[src/rtl/uart_stream_arbiter.sv]
// Shares one byte-wide UART transmitter between a buffered 16-bit sample stream
// and a status byte stream, framing each item as a sync-headed packet.
module uart_stream_arbiter #(
  parameter int         FIFO_DEPTH  = 4,
  parameter logic [7:0] SYNC_SAMPLE = 8'hA5,
  parameter logic [7:0] SYNC_STATUS = 8'h5A,
  parameter int         MAX_RUN     = 8,
  parameter int         BUSY_WAIT   = 4
) (
  input  logic                          clk,
  input  logic                          rst,
  input  logic [15:0]                   sample_in,
  input  logic                          sample_valid,
  input  logic [7:0]                    status_in,
  input  logic                          status_req,
  output logic                          status_ack,
  output logic [7:0]                    uart_data,
  output logic                          uart_send,
  input  logic                          uart_busy,
  output logic [$clog2(FIFO_DEPTH):0]   fifo_level,
  output logic [7:0]                    overflow_count,
  output logic                          frame_active
);

  // state      | meaning
  // IDLE       | arbitrate between sample FIFO and status request
  // WAIT_START | send pulse issued, waiting for uart_busy to rise or timeout
  // WAIT_DONE  | byte in flight, waiting for uart_busy to fall

  localparam int AW = $clog2(FIFO_DEPTH);
  localparam int LW = AW + 1;
  localparam int RW = $clog2(MAX_RUN + 1);
  localparam int WW = $clog2(BUSY_WAIT + 1);

  typedef enum logic [1:0] {IDLE, WAIT_START, WAIT_DONE} state_t;

  logic [15:0]   mem [FIFO_DEPTH];
  logic [AW-1:0] wr_ptr, rd_ptr;
  logic          push, pop;

  state_t        state, state_nxt;
  logic [RW-1:0] run_cnt, run_nxt;
  logic [WW-1:0] wait_cnt, wait_nxt;
  logic [1:0]    byte_idx, idx_nxt, last_idx;
  logic          is_sample, is_sample_nxt;
  logic [15:0]   sample_buf, sample_buf_nxt;
  logic [7:0]    status_buf, status_buf_nxt;
  logic [7:0]    data_nxt;
  logic          send_nxt, ack_nxt, frame_nxt;
  logic          sample_grant, status_grant;

  // Space is judged on start-of-cycle occupancy, so a same-cycle pop never admits a push.
  assign push = sample_valid && (fifo_level < LW'(FIFO_DEPTH));
  assign pop  = sample_grant;

  always_ff @(posedge clk) begin
    if (push) mem[wr_ptr] <= sample_in;
  end

  always_ff @(posedge clk or negedge rst) begin
    if (!rst) begin
      wr_ptr         <= '0;
      rd_ptr         <= '0;
      fifo_level     <= '0;
      overflow_count <= '0;
    end else begin
      if (push) wr_ptr <= wr_ptr + AW'(1);
      if (pop)  rd_ptr <= rd_ptr + AW'(1);
      case ({push, pop})
        2'b10:   fifo_level <= fifo_level + LW'(1);
        2'b01:   fifo_level <= fifo_level - LW'(1);
        default: ;
      endcase
      if (sample_valid && !push && overflow_count != 8'hFF)
        overflow_count <= overflow_count + 8'd1;
    end
  end

  assign last_idx = is_sample ? 2'd2 : 2'd1;

  always_comb begin
    state_nxt      = state;
    run_nxt        = run_cnt;
    wait_nxt       = wait_cnt;
    idx_nxt        = byte_idx;
    is_sample_nxt  = is_sample;
    sample_buf_nxt = sample_buf;
    status_buf_nxt = status_buf;
    data_nxt       = uart_data;
    send_nxt       = 1'b0;
    ack_nxt        = 1'b0;
    frame_nxt      = frame_active;
    sample_grant   = 1'b0;
    status_grant   = 1'b0;

    case (state)
      IDLE: begin
        if (fifo_level != '0 && (!status_req || run_cnt < RW'(MAX_RUN))) begin
          sample_grant   = 1'b1;
          sample_buf_nxt = mem[rd_ptr];
          is_sample_nxt  = 1'b1;
          data_nxt       = SYNC_SAMPLE;
          if (run_cnt < RW'(MAX_RUN)) run_nxt = run_cnt + RW'(1);
        end else if (status_req) begin
          status_grant   = 1'b1;
          status_buf_nxt = status_in;
          is_sample_nxt  = 1'b0;
          data_nxt       = SYNC_STATUS;
          ack_nxt        = 1'b1;
          run_nxt        = '0;
        end
        if (sample_grant || status_grant) begin
          send_nxt  = 1'b1;
          idx_nxt   = 2'd0;
          frame_nxt = 1'b1;
          wait_nxt  = WW'(BUSY_WAIT - 1);
          state_nxt = WAIT_START;
        end
      end
      WAIT_START: begin
        // Timeout path covers a transmitter whose busy is too fast to observe.
        if (uart_busy || wait_cnt == '0) state_nxt = WAIT_DONE;
        else                             wait_nxt  = wait_cnt - WW'(1);
      end
      WAIT_DONE: begin
        if (!uart_busy) begin
          if (byte_idx != last_idx) begin
            idx_nxt   = byte_idx + 2'd1;
            if (!is_sample)           data_nxt = status_buf;
            else if (byte_idx == 2'd0) data_nxt = sample_buf[15:8];
            else                       data_nxt = sample_buf[7:0];
            send_nxt  = 1'b1;
            wait_nxt  = WW'(BUSY_WAIT - 1);
            state_nxt = WAIT_START;
          end else begin
            frame_nxt = 1'b0;
            state_nxt = IDLE;
          end
        end
      end
      default: state_nxt = IDLE;
    endcase
  end

  always_ff @(posedge clk or negedge rst) begin
    if (!rst) begin
      state        <= IDLE;
      run_cnt      <= '0;
      wait_cnt     <= '0;
      byte_idx     <= '0;
      is_sample    <= 1'b0;
      sample_buf   <= '0;
      status_buf   <= '0;
      uart_data    <= '0;
      uart_send    <= 1'b0;
      status_ack   <= 1'b0;
      frame_active <= 1'b0;
    end else begin
      state        <= state_nxt;
      run_cnt      <= run_nxt;
      wait_cnt     <= wait_nxt;
      byte_idx     <= idx_nxt;
      is_sample    <= is_sample_nxt;
      sample_buf   <= sample_buf_nxt;
      status_buf   <= status_buf_nxt;
      uart_data    <= data_nxt;
      uart_send    <= send_nxt;
      status_ack   <= ack_nxt;
      frame_active <= frame_nxt;
    end
  end

endmodule

[config.mk]
export PLATFORM = sky130hd
export DESIGN_NAME = uart_stream_arbiter
export DESIGN_NICKNAME = d
export VERILOG_FILES = /design/src/rtl/uart_stream_arbiter.sv
export SDC_FILE = /design/constraint.sdc
export NUM_CORES = 1
export LEC_CHECK = 0
export CAP_MARGIN = 20
export CORE_ASPECT_RATIO = 0.75
export CORE_UTILIZATION = 65
export CTS_BUF_LIST = sky130_fd_sc_hd__clkbuf_4
export DETAILED_ROUTE_END_ITERATION = 7
export DONT_BUFFER_PORTS = 1
export PLACE_DENSITY = 0.85
export SYNTH_ARGS = -nofsm -noshare
export SYNTH_HDL_FRONTEND = slang
export SYNTH_SLANG_ARGS = --single-unit
[constraint.sdc]
create_clock -name clk -period 2.35 [get_ports clk]
set_input_delay 0.47 -clock clk [delete_from_list [all_inputs] [get_ports clk]]
set_output_delay 0.47 -clock clk [all_outputs]
set_load 0.02 [all_outputs]
==> impl_metrics.csv <==
group,metric,value,unit
status,status,"completed",
timing,relSlewSlack,0.519,
global_route,busiest_layer,"met2",
power_and_ir_drop,p_leak,2.29,nW
cts,cts_buffer_depth,2,
timing,fin_crit_sh,0.843,
final_layout,area_growth,12.4,%
critical_path,crit_fanout,6,
timing,fin_crit,1980,ps
final_layout,regArea,3470,um2
final_layout,final_cells,481,
critical_path,crit_arrival,2390,ps
critical_path,r2r_end,"fifo_level[1]",
cts,path_clk_slew,100,ps
placement,placedCellCount,429,
power_and_ir_drop,max-vdd-ir-drop,674,uV
drt,wire_per_inst,20.0,um
floorplan,fp-row-count,27,
placement,gp_congestion,0.783,
timing,finalHoldViolCount,0,
floorplan,die_h,79.4,um
drt,via_per_inst,6.00,
yosys,synth_commonest_cells,"edfxtp_1 (64), dfrtp_1 (62), nand2_1 (23)",
global_route,grt_util_all_layers,0.259,
power_and_ir_drop,p_per_area,1300,nW/um2
yosys,ys_ff_latch,126,
yosys,synth-edff-count,64,
global_route,use_met2,0.415,
drt,vias,2886,
drt,drcViolationCount,0,
yosys,ys_top_cells_by_area,"edfxtp_1 (37%), dfrtp_1 (30%), mux4_2 (6.9%)",
final_layout,nets,407,
global_route,grt_pass1_wl,15.6,mm
power_and_ir_drop,power,7.58,mW
final_layout,multi_input_area,1590,um2
drt,dr.pass1.iters,4,
timing,setup-violations-final,0,
cts,clock-root-buffer,"clkbuf_4",
drt,wl,9.61,mm
placement,hpwl,6.27,mm
yosys,synth_top_area_frac,0.371,
yosys,async_flop_share,0.492,
critical_path,end_kind,"register",
drt,drtAntennaViolNets,0,
critical_path,critPathCapture,"fifo_level[1]",
yosys,syn_nets,368,
yosys,avgSynthCellArea,15.8,um2
critical_path,cp-start-kind,"register",
cts,clk_latency,530,ps
yosys,yosysMostFrequentCell,"edfxtp_1",
yosys,ys.flop_type,"edfxtp_1",
global_route,grtUsageMet3,0.0911,
floorplan,die-area,8340,um2
cts,htreeDepth,4,
floorplan,die_w,105,um
critical_path,crit_type,"register to register",
critical_path,cp-startpoint,"state[0]",
timing,fmax,505,MHz
drt,drtIter0Drc,177,
yosys,ys.warnings.count,0,
yosys,ys_seq_area_frac,0.670,
timing,rsz0062_at_grt,"false",
global_route,grt_antenna_before_repair,0,
floorplan,core_area,7530,um2
global_route,grt_max_degree,63,
global_route,grt_pass1_vias,3059,
final_layout,fill_cells,425,
job,cap_viol_max_count,0,
cts,cts.sinks,126,
yosys,netlist_instances,328,
cts,cts_tree,"built",
floorplan,start_util,0.688,
final_layout,final_util,0.774,
yosys,syn_area,5180,um2
timing,drv_slew,0,
cts,cts-buffers-inserted,17,
timing,fin_setup_tns,0,ps
yosys,yosys.area.top_type,"edfxtp_1",
final_layout,num_antenna_cells,0,
worst_hold_path,worstHoldPathType,"primary input to register",
cts,cts_resized,0,
final_layout,layout-drive-gt1-share,0.200,
floorplan,pin_count,51,
placement,io_buffers,0,
critical_path,crit_required,2760,ps
timing,skew,23.2,ps
critical_path,rr_startpoint,"state[0]",
timing,worst_slew_pin_slew,720,ps
global_route,overflow,0,
critical_path,rrSetupSlack,370,ps
global_route,use_met1,0.322,
yosys,synth.distinct_cells,47,
critical_path,ff2ff_path_depth,6,
[report_power, final]
part	leakage, nW	switching, mW	internal [mW]
registers	1.32	0.601	2.99
clock network	0.148	0.733	0.671
logic	0.820	1.34	1.24
[worst max-delay path, stage by stage, from the launching register on]
cell and delay, ps:
dfrtp_1 450, nor2_1 270, nand2_1 150, inv_2 80, ha_1 200, fa_1 440
mux2_2 280
[layout by cell type (no fill, tap or decap), types with 2 or more instances in the layout]
cell | netlist | layout
a31oi_1 | 9 | 9
nand4_1 | 3 | 3
nand2_1 | 23 | 23
a21oi_1 | 3 | 3
xor2_1 | 5 | 5
mux2_2 | 11 | 11
bufinv_16 | 0 | 2
nor2_1 | 16 | 16
o21ai_0 | 2 | 2
clkinv_2 | 0 | 3
mux2_1 | 15 | 15
o21ai_1 | 3 | 3
dlygate4sd3_1 | 0 | 19
buf_4 | 2 | 13
edfxtp_1 | 64 | 64
mux2i_1 | 9 | 9
nor2b_1 | 2 | 2
dfrtp_1 | 62 | 62
clkbuf_4 | 0 | 22
nand3_1 | 2 | 2
a2bb2oi_1 | 2 | 2
clkinv_1 | 0 | 4
a211oi_1 | 2 | 2
and2_1 | 4 | 4
nor3_1 | 3 | 3
nand2b_1 | 3 | 3
ha_1 | 10 | 10
o211ai_1 | 8 | 8
mux4_2 | 16 | 16
inv_1 | 9 | 9
and3_1 | 3 | 3
xnor2_1 | 8 | 8
[state kept, by name, indices dropped and copies added, names as in the netlist]
signal	flops
mem	64
frame_active	1
state	2
wr_ptr	2
uart_send	1
status_buf	8
is_sample	1
status_ack	1
wait_cnt	3
run_cnt	4
byte_idx	2
fifo_level	3
rd_ptr	2
uart_data	8
sample_buf	16
overflow_count	8
[how the worst min path moves through the flow]
stage	startpoint	endpoint	slack [ps]	depth (start not counted)
floorplan	rst	byte_idx[0]	170	0
global placement	rst	sample_buf[1]	180	0
detailed placement	rst	sample_buf[1]	180	0
CTS	sample_in[2]	mem[3][2]	2	0
global route	sample_in[3]	mem[3][3]	-0.9	0
finish	sample_in[3]	mem[3][3]	40	0
[logic make-up after synthesis]
group	count (synthesis)	share of synthesized area
AO/OA/AOI/OAI	34	0.0480
XOR/XNOR	13	0.0220
adder cells (fa/ha/maj)	11	0.0280
buffers and inverters	24	0.0229
flip-flops	126	0.670
multiplexers	51	0.143
AND/OR/NAND/NOR	69	0.0659
[metal layers]
| metal | wire (um) | vias up |
|---|---|---|
| met5 | 0 | - |
| met4 | 206 | 0 |
| met3 | 711 | 21 |
| met2 | 4660 | 109 |
| met1 | 4030 | 1444 |
| li1 | - | 1312 |
[cell type report]
type	instances	area share
Sequential cell	126	0.596
Multi-Input combinational cell	178	0.273
Timing Repair Buffer	34	0.0575
Clock buffer	22	0.0283
Tap cell	101	0.0217
Clock inverter	10	0.0167
Inverter	10	0.00644
[stage by stage]
stage	setup WS [ps]	hold slack (ps)	area, um2
global route	259	-0.919	5830
CTS	387	2.46	5690
floorplan	187	174	5180
global placement	475	176	5350
finish	369	38.6	5830
detailed placement	401	176	5350
[repair_timing]
action                                  CTS  global route
buffers inserted                          0             0
hold buffers                              6            14
endpoints found under the setup margin    0             0
endpoints found under the hold margin    72            42
(Power assumes the default switching activity.)
